### src/rtl/memtest_pattern_gen_if.sv
// Seed/size input streams and pattern/status output streams of the memtest data generator.
interface memtest_pattern_gen_if #(
    parameter int unsigned DATA_W = 128,
    parameter int unsigned SIZE_W = 32
);
    logic              asi_seed_valid;
    logic [DATA_W-1:0] asi_seed_data;
    logic              asi_size_valid;
    logic [SIZE_W-1:0] asi_size_data;
    logic              aso_data_ready;
    logic              aso_data_valid;
    logic [DATA_W-1:0] aso_data_data;
    logic              aso_data_startofpacket;
    logic              aso_data_endofpacket;
    logic [3:0]        aso_pktstatus_data;

    // Controller / downstream side
    modport master (
        output asi_seed_valid, asi_seed_data, asi_size_valid, asi_size_data, aso_data_ready,
        input  aso_data_valid, aso_data_data, aso_data_startofpacket, aso_data_endofpacket,
               aso_pktstatus_data
    );

    // Generator side
    modport slave (
        input  asi_seed_valid, asi_seed_data, asi_size_valid, asi_size_data, aso_data_ready,
        output aso_data_valid, aso_data_data, aso_data_startofpacket, aso_data_endofpacket,
               aso_pktstatus_data
    );
endinterface

### src/rtl/memtest_pattern_gen.sv
// Memtest pattern generator: emits SIZE-beat packets of parallel xorshift32 lanes seeded
// from the seed stream, with a sticky packet status word.
module memtest_pattern_gen #(
    parameter int unsigned DATA_W = 128,
    parameter int unsigned SIZE_W = 32
) (
    input  logic                  clk,
    input  logic                  reset_n,
    memtest_pattern_gen_if.slave  bus
);
    localparam int unsigned LANES  = DATA_W / 32;
    localparam int unsigned LANE_W = 32;

    typedef enum logic {IDLE, RUN} state_t;

    state_t            state_q, state_d;
    logic [SIZE_W-1:0] cnt_q, cnt_d;
    logic [SIZE_W-1:0] len_q, len_d;
    logic [DATA_W-1:0] lanes_q, lanes_d;
    logic              valid_q, valid_d;
    logic              sop_q, sop_d;
    logic              eop_q, eop_d;
    logic              busy_q, busy_d;
    logic              done_q, done_d;
    logic              err_q, err_d;
    logic              const_q, const_d;
    logic              accept;

    function automatic logic [LANE_W-1:0] xs32(input logic [LANE_W-1:0] x);
        logic [LANE_W-1:0] y;
        y = x ^ (x << 13);
        y = y ^ (y >> 17);
        y = y ^ (y << 5);
        return y;
    endfunction

    function automatic logic [DATA_W-1:0] advance(input logic [DATA_W-1:0] s);
        logic [DATA_W-1:0] r;
        r = s;
        for (int k = 0; k < int'(LANES); k++) begin
            r[LANE_W*k +: LANE_W] = xs32(s[LANE_W*k +: LANE_W]);
        end
        return r;
    endfunction

    assign accept = valid_q & bus.aso_data_ready;

    // Next-state, counters, lanes and registered output values
    always_comb begin
        state_d = state_q;
        cnt_d   = cnt_q;
        len_d   = len_q;
        lanes_d = lanes_q;
        done_d  = done_q;
        err_d   = err_q;
        const_d = const_q;

        unique case (state_q)
            IDLE: begin
                if (bus.asi_size_valid) begin
                    if (bus.asi_size_data != '0) begin
                        state_d = RUN;
                        len_d   = bus.asi_size_data;
                        cnt_d   = '0;
                        done_d  = 1'b0;
                        err_d   = 1'b0;
                        const_d = 1'b0;
                    end else begin
                        err_d = 1'b1;
                    end
                end
            end
            RUN: begin
                if (bus.asi_seed_valid) const_d = 1'b1;
                if (bus.asi_size_valid) err_d = 1'b1;
                if (accept) begin
                    lanes_d = advance(lanes_q);
                    if (eop_q) begin
                        state_d = IDLE;
                        done_d  = 1'b1;
                    end else begin
                        cnt_d = cnt_q + SIZE_W'(1);
                    end
                end
            end
            default: state_d = IDLE;
        endcase

        // A seed write always wins over lane advance
        if (bus.asi_seed_valid) lanes_d = bus.asi_seed_data;

        busy_d  = (state_d == RUN);
        valid_d = (state_d == RUN);
        sop_d   = (state_d == RUN) && (cnt_d == '0);
        eop_d   = (state_d == RUN) && (cnt_d == len_d - SIZE_W'(1));
    end

    always_ff @(posedge clk or negedge reset_n) begin
        if (!reset_n) begin
            state_q <= IDLE;
            cnt_q   <= '0;
            len_q   <= '0;
            lanes_q <= '0;
            valid_q <= 1'b0;
            sop_q   <= 1'b0;
            eop_q   <= 1'b0;
            busy_q  <= 1'b0;
            done_q  <= 1'b0;
            err_q   <= 1'b0;
            const_q <= 1'b0;
        end else begin
            state_q <= state_d;
            cnt_q   <= cnt_d;
            len_q   <= len_d;
            lanes_q <= lanes_d;
            valid_q <= valid_d;
            sop_q   <= sop_d;
            eop_q   <= eop_d;
            busy_q  <= busy_d;
            done_q  <= done_d;
            err_q   <= err_d;
            const_q <= const_d;
        end
    end

    assign bus.aso_data_valid         = valid_q;
    assign bus.aso_data_data          = lanes_q;
    assign bus.aso_data_startofpacket = sop_q;
    assign bus.aso_data_endofpacket   = eop_q;
    assign bus.aso_pktstatus_data     = {const_q, err_q, done_q, busy_q};

endmodule

### src/flat_wrapper.sv
// flat-port wrapper written by rule: the top's interface ports become plain ports
module memtest_pattern_gen_flat 
#(
    parameter int unsigned DATA_W = 128,
    parameter int unsigned SIZE_W = 32
)
  (clk, reset_n, bus_asi_seed_valid, bus_asi_seed_data, bus_asi_size_valid, bus_asi_size_data, bus_aso_data_ready, bus_aso_data_valid, bus_aso_data_data, bus_aso_data_startofpacket, bus_aso_data_endofpacket, bus_aso_pktstatus_data);
  memtest_pattern_gen_if #(.DATA_W(DATA_W), .SIZE_W(SIZE_W)) bus_i ();
  input  logic clk;
  input  logic reset_n;
  input wire logic [$bits(bus_i.asi_seed_valid)-1:0] bus_asi_seed_valid;
  input wire logic [$bits(bus_i.asi_seed_data)-1:0] bus_asi_seed_data;
  input wire logic [$bits(bus_i.asi_size_valid)-1:0] bus_asi_size_valid;
  input wire logic [$bits(bus_i.asi_size_data)-1:0] bus_asi_size_data;
  input wire logic [$bits(bus_i.aso_data_ready)-1:0] bus_aso_data_ready;
  output wire logic [$bits(bus_i.aso_data_valid)-1:0] bus_aso_data_valid;
  output wire logic [$bits(bus_i.aso_data_data)-1:0] bus_aso_data_data;
  output wire logic [$bits(bus_i.aso_data_startofpacket)-1:0] bus_aso_data_startofpacket;
  output wire logic [$bits(bus_i.aso_data_endofpacket)-1:0] bus_aso_data_endofpacket;
  output wire logic [$bits(bus_i.aso_pktstatus_data)-1:0] bus_aso_pktstatus_data;
  assign bus_i.asi_seed_valid = bus_asi_seed_valid;
  assign bus_i.asi_seed_data = bus_asi_seed_data;
  assign bus_i.asi_size_valid = bus_asi_size_valid;
  assign bus_i.asi_size_data = bus_asi_size_data;
  assign bus_i.aso_data_ready = bus_aso_data_ready;
  assign bus_aso_data_valid = bus_i.aso_data_valid;
  assign bus_aso_data_data = bus_i.aso_data_data;
  assign bus_aso_data_startofpacket = bus_i.aso_data_startofpacket;
  assign bus_aso_data_endofpacket = bus_i.aso_data_endofpacket;
  assign bus_aso_pktstatus_data = bus_i.aso_pktstatus_data;
  memtest_pattern_gen #(.DATA_W(DATA_W), .SIZE_W(SIZE_W)) u_core (.clk(clk), .reset_n(reset_n), .bus(bus_i));
endmodule
### config.mk
export PLATFORM = sky130hd
export DESIGN_NAME = memtest_pattern_gen_flat
export DESIGN_NICKNAME = d
export VERILOG_FILES = /design/src/rtl/memtest_pattern_gen_if.sv /design/src/rtl/memtest_pattern_gen.sv /design/src/flat_wrapper.sv
export SDC_FILE = /design/constraint.sdc
export NUM_CORES = 1
export LEC_CHECK = 0
export CAP_MARGIN = 20
export CORE_MARGIN = 2
export CORE_UTILIZATION = 25
export DETAILED_ROUTE_END_ITERATION = 6
export PLACE_DENSITY = 0.47
export SYNTH_ARGS = -nofsm -noshare
export SYNTH_HDL_FRONTEND = slang
export SYNTH_SLANG_ARGS = --single-unit
### constraint.sdc
create_clock -name clk -period 5.88 [get_ports clk]
set_clock_uncertainty 0.05 [all_clocks]
set_input_delay 1.764 -clock clk [delete_from_list [all_inputs] [get_ports clk]]
set_output_delay 1.764 -clock clk [all_outputs]
set_load 0.05 [all_outputs]
* After elaboration in Yosys (flattened, before gate mapping)
Cells that the tools add are included.
** Word-level totals
- Register bits after elaboration :: 198
- Logic and storage cells :: 69
** Cells by class
- Add/sub/neg operators :: 2
- Equality and inequality tests :: 7
- Mux-type cells :: 27
- Bitwise logic cells :: 14
- Reduce and logical (&&, ||, !) cells :: 10
** Operators with widths (number)
- $mux W128 :: 3
- $xor A32 B32 Y32 :: 8
- $mux W32 :: 7
- $xor A32 B15 Y32 :: 4
- $pmux W32 S2 :: 1
- $add A32 B1 Y32 const B :: 1
- $eq A32 B32 Y1 :: 1
- $logic_not A32 Y1 :: 1
- $reduce_bool A32 Y1 :: 1
- $sub A32 B1 Y32 const B :: 1
- $mux W1 :: 12
- $ne A2 B2 Y1 const B :: 5
- $pmux W1 S2 :: 4
- $reduce_and A2 Y1 :: 2
- $reduce_and A4 Y1 :: 1
- $reduce_bool A2 Y1 :: 2
- $reduce_and A3 Y1 :: 1
- $logic_and A1 B1 Y1 :: 2
- $ne A2 B1 Y1 const B :: 1
- $and A1 B1 Y1 :: 1
- $not A1 Y1 :: 1

* Longest topological paths before layout
- Depth in word-level cells :: 7
- Depth in mapped cells :: 20
- Mapped depth without buffers :: 14

* Worst setup path before layout
Ideal clock, no wire load.
- Path type :: input to register
- Start point :: input port bus_asi_size_data[13]
- End point :: register u_core.eop_q (netlist: u_core.bus.aso_data_endofpacket)
- Setup time :: 0.096 ns
- Arrival :: 5.756 ns
- Required time :: 5.734 ns
- Slack :: -0.021 ns
- Cell stages on the path :: 18
- Buffers on the path :: 5
- Cells stage by stage :: or4_4 -> or3_4 -> o31a_1 -> buf_6 -> buf_6 -> buf_2 -> buf_1 -> mux2i_1 -> ha_1 -> inv_1 -> a221oi_1 -> clkbuf_1 -> o211ai_1 -> nor3_1 -> xor3_1 -> a31oi_1 -> nand4_1 -> nor4_2
** Between the ends
- Longest elaborated chain between the ends :: 7
- Elaborated cells between the ends (all ways) :: 13
- Classes of those cells :: add/sub: 1; eq/ne: 1; mux: 9; reduce/logical: 2
** RTL lines
- start, declared :: RTL line flat_wrapper.sv:14 : input wire logic [$bits(bus_i.asi_size_data)-1:0] bus_asi_size_data;
- $reduce_bool A32 Y1 :: RTL line memtest_pattern_gen.sv:61 : if (bus.asi_size_data != '0) begin
- $mux W32 :: RTL line memtest_pattern_gen.sv:61
- $mux W32 :: RTL line memtest_pattern_gen.sv:60 : if (bus.asi_size_valid) begin
- $mux W32 :: RTL line memtest_pattern_gen.sv:58 : unique case (state_q)
- $sub A32 B1 Y32 :: RTL line memtest_pattern_gen.sv:95 : eop_d = (state_d == RUN) && (cnt_d == len_d - SIZE_W'(1));
- $eq A32 B32 Y1 :: RTL line memtest_pattern_gen.sv:95
- $logic_and A1 B1 Y1 (*) :: RTL line memtest_pattern_gen.sv:95
- named net u_core.eop_d :: RTL line memtest_pattern_gen.sv:22 : logic eop_q, eop_d;
- end signal, assigned :: RTL line memtest_pattern_gen.sv:118 : eop_q <= eop_d;
- end, declared :: RTL line memtest_pattern_gen.sv:22
The timed path passes the listed nets; every way through them passes the cells marked *.
A chain may end at the register's enable or synchronous reset.

* Worst setup path in the final report
Ends and elaborated chain as after synthesis.

==> results_tabular.tex <==
\begin{tabular}{lr}
\hline
Metric & Value \\
\hline
\multicolumn{2}{l}{\textbf{Run status}} \\
Status & finished clean \\
\multicolumn{2}{l}{\textbf{Synthesis}} \\
Arithmetic-cell share of the synthesized area counting full adders, half adders and majority gates & 0.00188 \\
Area fraction in and, or, nand and nor cells after synthesis & 0.185 \\
Post-synthesis instance area & 13300 um2 \\
Number of synthesis warnings & 0 \\
Mapped Nets & 1668 \\
Xor and xnor area share after synthesis & 0.260 \\
Gate count after technology mapping & 1501 \\
Post-synthesis area per instance & 8.88 um2 \\
Asr flop ratio synth & 1.00 \\
FF+latch count, synth & 198 \\
Combinational family with the most area after synthesis & XOR/XNOR gates \\
Multiplexer share of the synthesized area & 0.0561 \\
Most used DFF post-synth & sky130\_fd\_sc\_hd\_\_dfrtp\_1 \\
Unique cell type count in the Yosys netlist & 70 \\
Synth Area in Compound Gates & 0.0911 \\
Count of flip-flops with a built-in enable after synthesis & 0 \\
Post-synthesis sequential area ratio & 0.372 \\
\multicolumn{2}{l}{\textbf{Route}} \\
Number of detailed-route iterations in the first pass & 5 \\
Per-cell routed wire length & 18.3 um \\
Total number of vias & 11400 \\
Count of antenna-violating nets left after detailed routing & 0 \\
Starting DRT DRC Count & 727 \\
Vias per inst & 4.56 \\
Wire length reported by the detailed router & 45.5 mm \\
Residual DRC & 0 \\
\multicolumn{2}{l}{\textbf{Floorplanning}} \\
I/O Pins & 300 \\
Effective utilization at floorplan & 0.253 \\
Die H & 235 um \\
X dimension of the die & 235 um \\
Num rows & 84 \\
Die outline area & 55200 um2 \\
Floorplan Core Area & 52700 um2 \\
\multicolumn{2}{l}{\textbf{Critical path}} \\
CP endpoint kind & flip-flop \\
Startpoint-to-endpoint class of the critical path & primary input to flip-flop \\
CP Buf/Inv Count & 3 \\
Critical path startpoint category & primary input \\
Required time at the worst-slack endpoint & 6.24 ns \\
Critical path, cell by cell & clkdlybuf4s50\_1 -> or4\_4 -> or3\_4 -> o31a\_2 -> nand2\_1 -> a21boi\_1 -> ha\_1 -> inv\_1 -> a221oi\_1 -> buf\_4 -> o211ai\_1 -> nor3\_2 -> xor3\_1 -> a31oi\_1 -> nand4\_1 -> nor4\_2 \\
Cell family contributing the most delay on the critical path & simple AND/OR/NAND/NOR gates \\
Arrival time worst endpoint & 5.85 ns \\
Maximum net fanout on the critical path & 5 \\
Launching instance or port of the critical path & bus\_asi\_size\_data[13] \\
Crit path largest cell delay & 0.54 ns \\
Source of the worst register-to-register timing path & u\_core.bus.aso\_data\_endofpacket\$\_DFF\_PN0\_ \\
Standard cell with the maximum stage delay on the critical path & sky130\_fd\_sc\_hd\_\_or4\_4 \\
\multicolumn{2}{l}{\textbf{Timing}} \\
Fin. Hold Viols & 0 \\
Final min period & 5.49 ns \\
Achievable frequency & 182 MHz \\
Setup repair after global routing missed its margin & false \\
Actual transition at the worst max-transition pin & 0.841 ns \\
Final clock period utilization by the worst path & 0.934 \\
Endpoints failing setup & 0 \\
Final hold slack & 0.445 ns \\
Max-Slew Margin vs Limit & 0.439 \\
Max-slew violation total from the final report & 0 \\
\multicolumn{2}{l}{\textbf{CTS}} \\
Clock transition at the registers of the reported paths & 0.08 ns \\
Root buf cell & sky130\_fd\_sc\_hd\_\_clkbuf\_16 \\
Number of buffers added for setup after CTS & 0 \\
Maximum number of buffers from clock root to sink & 2 \\
Clock tree from TritonCTS & built \\
Number of levels in the clock H-tree & 4 \\
Clock latency on the worst-skew pair & 0.51 ns \\
Cts hold-fix bufs & 0 \\
Clk sinks & 198 \\
Post-cts resize count & 0 \\
Num CTS Buffers & 17 \\
\multicolumn{2}{l}{\textbf{Placed design}} \\
Global placement routability congestion & 0.882 \\
Placed inst area & 17200 um2 \\
Number of I/O port buffers & 299 \\
Detailed-placement wirelength estimate & 34.3 mm \\
\multicolumn{2}{l}{\textbf{Cells and area}} \\
Number of fill cells & 5462 \\
Fraction of layout cells with a size suffix above 1 & 0.0900 \\
Area growth, synth to finish & 34.0\% \\
Leading cell types in the layout, fill and taps excluded & sky130\_fd\_sc\_hd\_\_clkdlybuf4s50\_1 (297), sky130\_fd\_sc\_hd\_\_xnor2\_1 (276), sky130\_fd\_sc\_hd\_\_nand2\_1 (200), sky130\_fd\_sc\_hd\_\_dfrtp\_1 (198), sky130\_fd\_sc\_hd\_\_nor2\_1 (138) \\
Final net count & 1955 \\
Most common library cell in the layout ignoring fill and taps & sky130\_fd\_sc\_hd\_\_clkdlybuf4s50\_1 \\
Area of all placed cells without fillers & 17900 um2 \\
\multicolumn{2}{l}{\textbf{Pwr}} \\
Lkg Pwr & 7.00 nW \\
Max IR drop VDD & 0.378 mV \\
P per Cell Area & 640 nW/um2 \\
\multicolumn{2}{l}{\textbf{Global routing}} \\
Fraction of met3 tracks used by global routing & 0.0395 \\
Met1 Usage GRT & 0.222 \\
First-pass GRT wire length & 71.2 mm \\
Initial antenna violation count & 4 \\
Most used routing layer in global routing & met2 \\
Via count of the first global-routing pass & 11600 \\
Overall routing resource usage & 0.167 \\
Pin count of the biggest net entering global routing & 88 \\
Gr ovfl total & 0 \\
GR Layer Usage met2 & 0.271 \\
\multicolumn{2}{l}{\textbf{Worst hold path}} \\
Min-Delay Path Class & flip-flop to flip-flop \\
Critical hold path startpoint & u\_core.err\_q\$\_DFFE\_PN0P\_ \\
\multicolumn{2}{l}{\textbf{Flow run}} \\
Number of violations of the max-capacitance limit & 0 \\
\hline
\end{tabular}
==> layout make-up <==
cell class	count	area [um2]	share of cell area
Sequential cell	198	4950	0.277
Clock inverter	9	139	0.00777
Clock buffer	23	488	0.0273
Multi-Input combinational cell	1202	7930	0.444
Timing Repair Buffer	350	3420	0.191
Antenna cell	4	10.0	0.000560
Inverter	19	71.3	0.00399
Tap cell	688	861	0.0482
==> cell usage after synthesis, types with 3 or more instances <==
cell,number,area [um2]
sky130_fd_sc_hd__o21ai_1,10,50.1
sky130_fd_sc_hd__nand2b_1,5,31.3
sky130_fd_sc_hd__a31oi_1,5,31.3
sky130_fd_sc_hd__nand3b_1,4,30.0
sky130_fd_sc_hd__o211ai_1,6,45.0
sky130_fd_sc_hd__or4_1,17,128
sky130_fd_sc_hd__a21oi_1,29,145
sky130_fd_sc_hd__o21a_1,7,52.6
sky130_fd_sc_hd__o21ai_0,120,601
sky130_fd_sc_hd__mux2i_1,10,100
sky130_fd_sc_hd__o31ai_1,6,45.0
sky130_fd_sc_hd__clkbuf_1,59,221
sky130_fd_sc_hd__a22oi_1,3,22.5
sky130_fd_sc_hd__buf_1,6,22.5
sky130_fd_sc_hd__nand3_1,34,170
sky130_fd_sc_hd__and3_1,11,68.8
sky130_fd_sc_hd__o22ai_1,6,37.5
sky130_fd_sc_hd__buf_4,6,45.0
sky130_fd_sc_hd__nand2_1,201,754
sky130_fd_sc_hd__nor4_1,17,106
sky130_fd_sc_hd__nor3_1,31,155
sky130_fd_sc_hd__or2_2,3,18.8
sky130_fd_sc_hd__xor2_1,117,1020
sky130_fd_sc_hd__and2_1,14,87.6
sky130_fd_sc_hd__mux2_2,55,619
sky130_fd_sc_hd__dfrtp_1,198,4950
sky130_fd_sc_hd__buf_2,4,20.0
sky130_fd_sc_hd__and4_1,3,26.3
sky130_fd_sc_hd__xnor2_1,276,2420
sky130_fd_sc_hd__nor2_1,138,518
sky130_fd_sc_hd__or3_1,13,81.3
sky130_fd_sc_hd__inv_1,18,67.6
sky130_fd_sc_hd__buf_6,6,67.6
sky130_fd_sc_hd__nand4_1,15,93.8
==> worst reg2reg max path, cell delays in order, from the launching register on <==
cell and delay (ns):
sky130_fd_sc_hd__dfrtp_1 0.48, sky130_fd_sc_hd__nand3b_2 0.26, sky130_fd_sc_hd__or4_1 0.61, sky130_fd_sc_hd__buf_4 0.23, sky130_fd_sc_hd__o31a_1 0.29, sky130_fd_sc_hd__a21oi_1 0.31
sky130_fd_sc_hd__inv_1 0.10, sky130_fd_sc_hd__or4_1 0.55, sky130_fd_sc_hd__nor3_1 0.19, sky130_fd_sc_hd__nand3_1 0.16, sky130_fd_sc_hd__nor4_1 0.61, sky130_fd_sc_hd__buf_4 0.21
==> layer usage <==
layer / vias to the layer above / routed length [um]
met5: - / 0
met4: 0 / 612
met3: 27 / 2110
met2: 203 / 22200
met1: 5523 / 20600
li1: 5604 / -
==> cells by family after synthesis <==
kind of cell             after synthesis
AND/OR/NAND/NOR                      527
XOR/XNOR                             394
AO/OA/AOI/OAI                        212
flip-flops                           198
buffers and inverters                101
multiplexers                          67
adder cells (fa/ha/maj)                2
==> registers in the layout (all words and copies together), names as in the netlist <==
| name | flops |
|---|---|
| u_core.state_q | 1 |
| u_core.len_q | 32 |
| u_core.bus.aso_data_data | 128 |
| u_core.bus.aso_data_endofpacket | 1 |
| u_core.bus.aso_data_startofpacket | 1 |
| u_core.const_q | 1 |
| u_core.cnt_q | 32 |
| u_core.done_q | 1 |
| u_core.err_q | 1 |
==> report_power, final <==
part | switching (W) | internal, W | leakage [nW]
sequential | 0.000821 | 0.00184 | 2.43
clock | 0.000597 | 0.000718 | 0.302
combinational | 0.00410 | 0.00336 | 4.27
==> metrics by stage <==
step	TNS (ns)	utilization	worst slack, ns	std cells	power, W
floorplan	0	-	0.0722	1501	0.00820
global placement	-0.0469	0.327	-0.0469	2457	0.0101
detailed placement	-0.192	0.327	-0.192	2457	0.0102
CTS	0	0.339	0.342	2489	0.0116
global route	0	0.339	0.0754	2493	0.0123
finish	0	0.339	0.389	2493	0.0114
==> final timing paths <==
path | slack, ns | to | cells past startpoint
worst max-delay path | 0.39 | u_core.bus.aso_data_endofpacket$_DFF_PN0_ | 16
worst min-delay path | 0.45 | u_core.err_q$_DFFE_PN0P_ | 2
worst max register to register | 1.77 | u_core.bus.aso_data_startofpacket$_DFF_PN0_ | 11
worst min register to register | 0.45 | u_core.err_q$_DFFE_PN0P_ | 2
max in group asynchronous | 3.39 | u_core.cnt_q[20]$_DFF_PN0_ | 2
min in group asynchronous | 1.19 | u_core.state_q$_DFF_PN0_ | 1
Note: power is estimated with default switching activity, not from simulation.
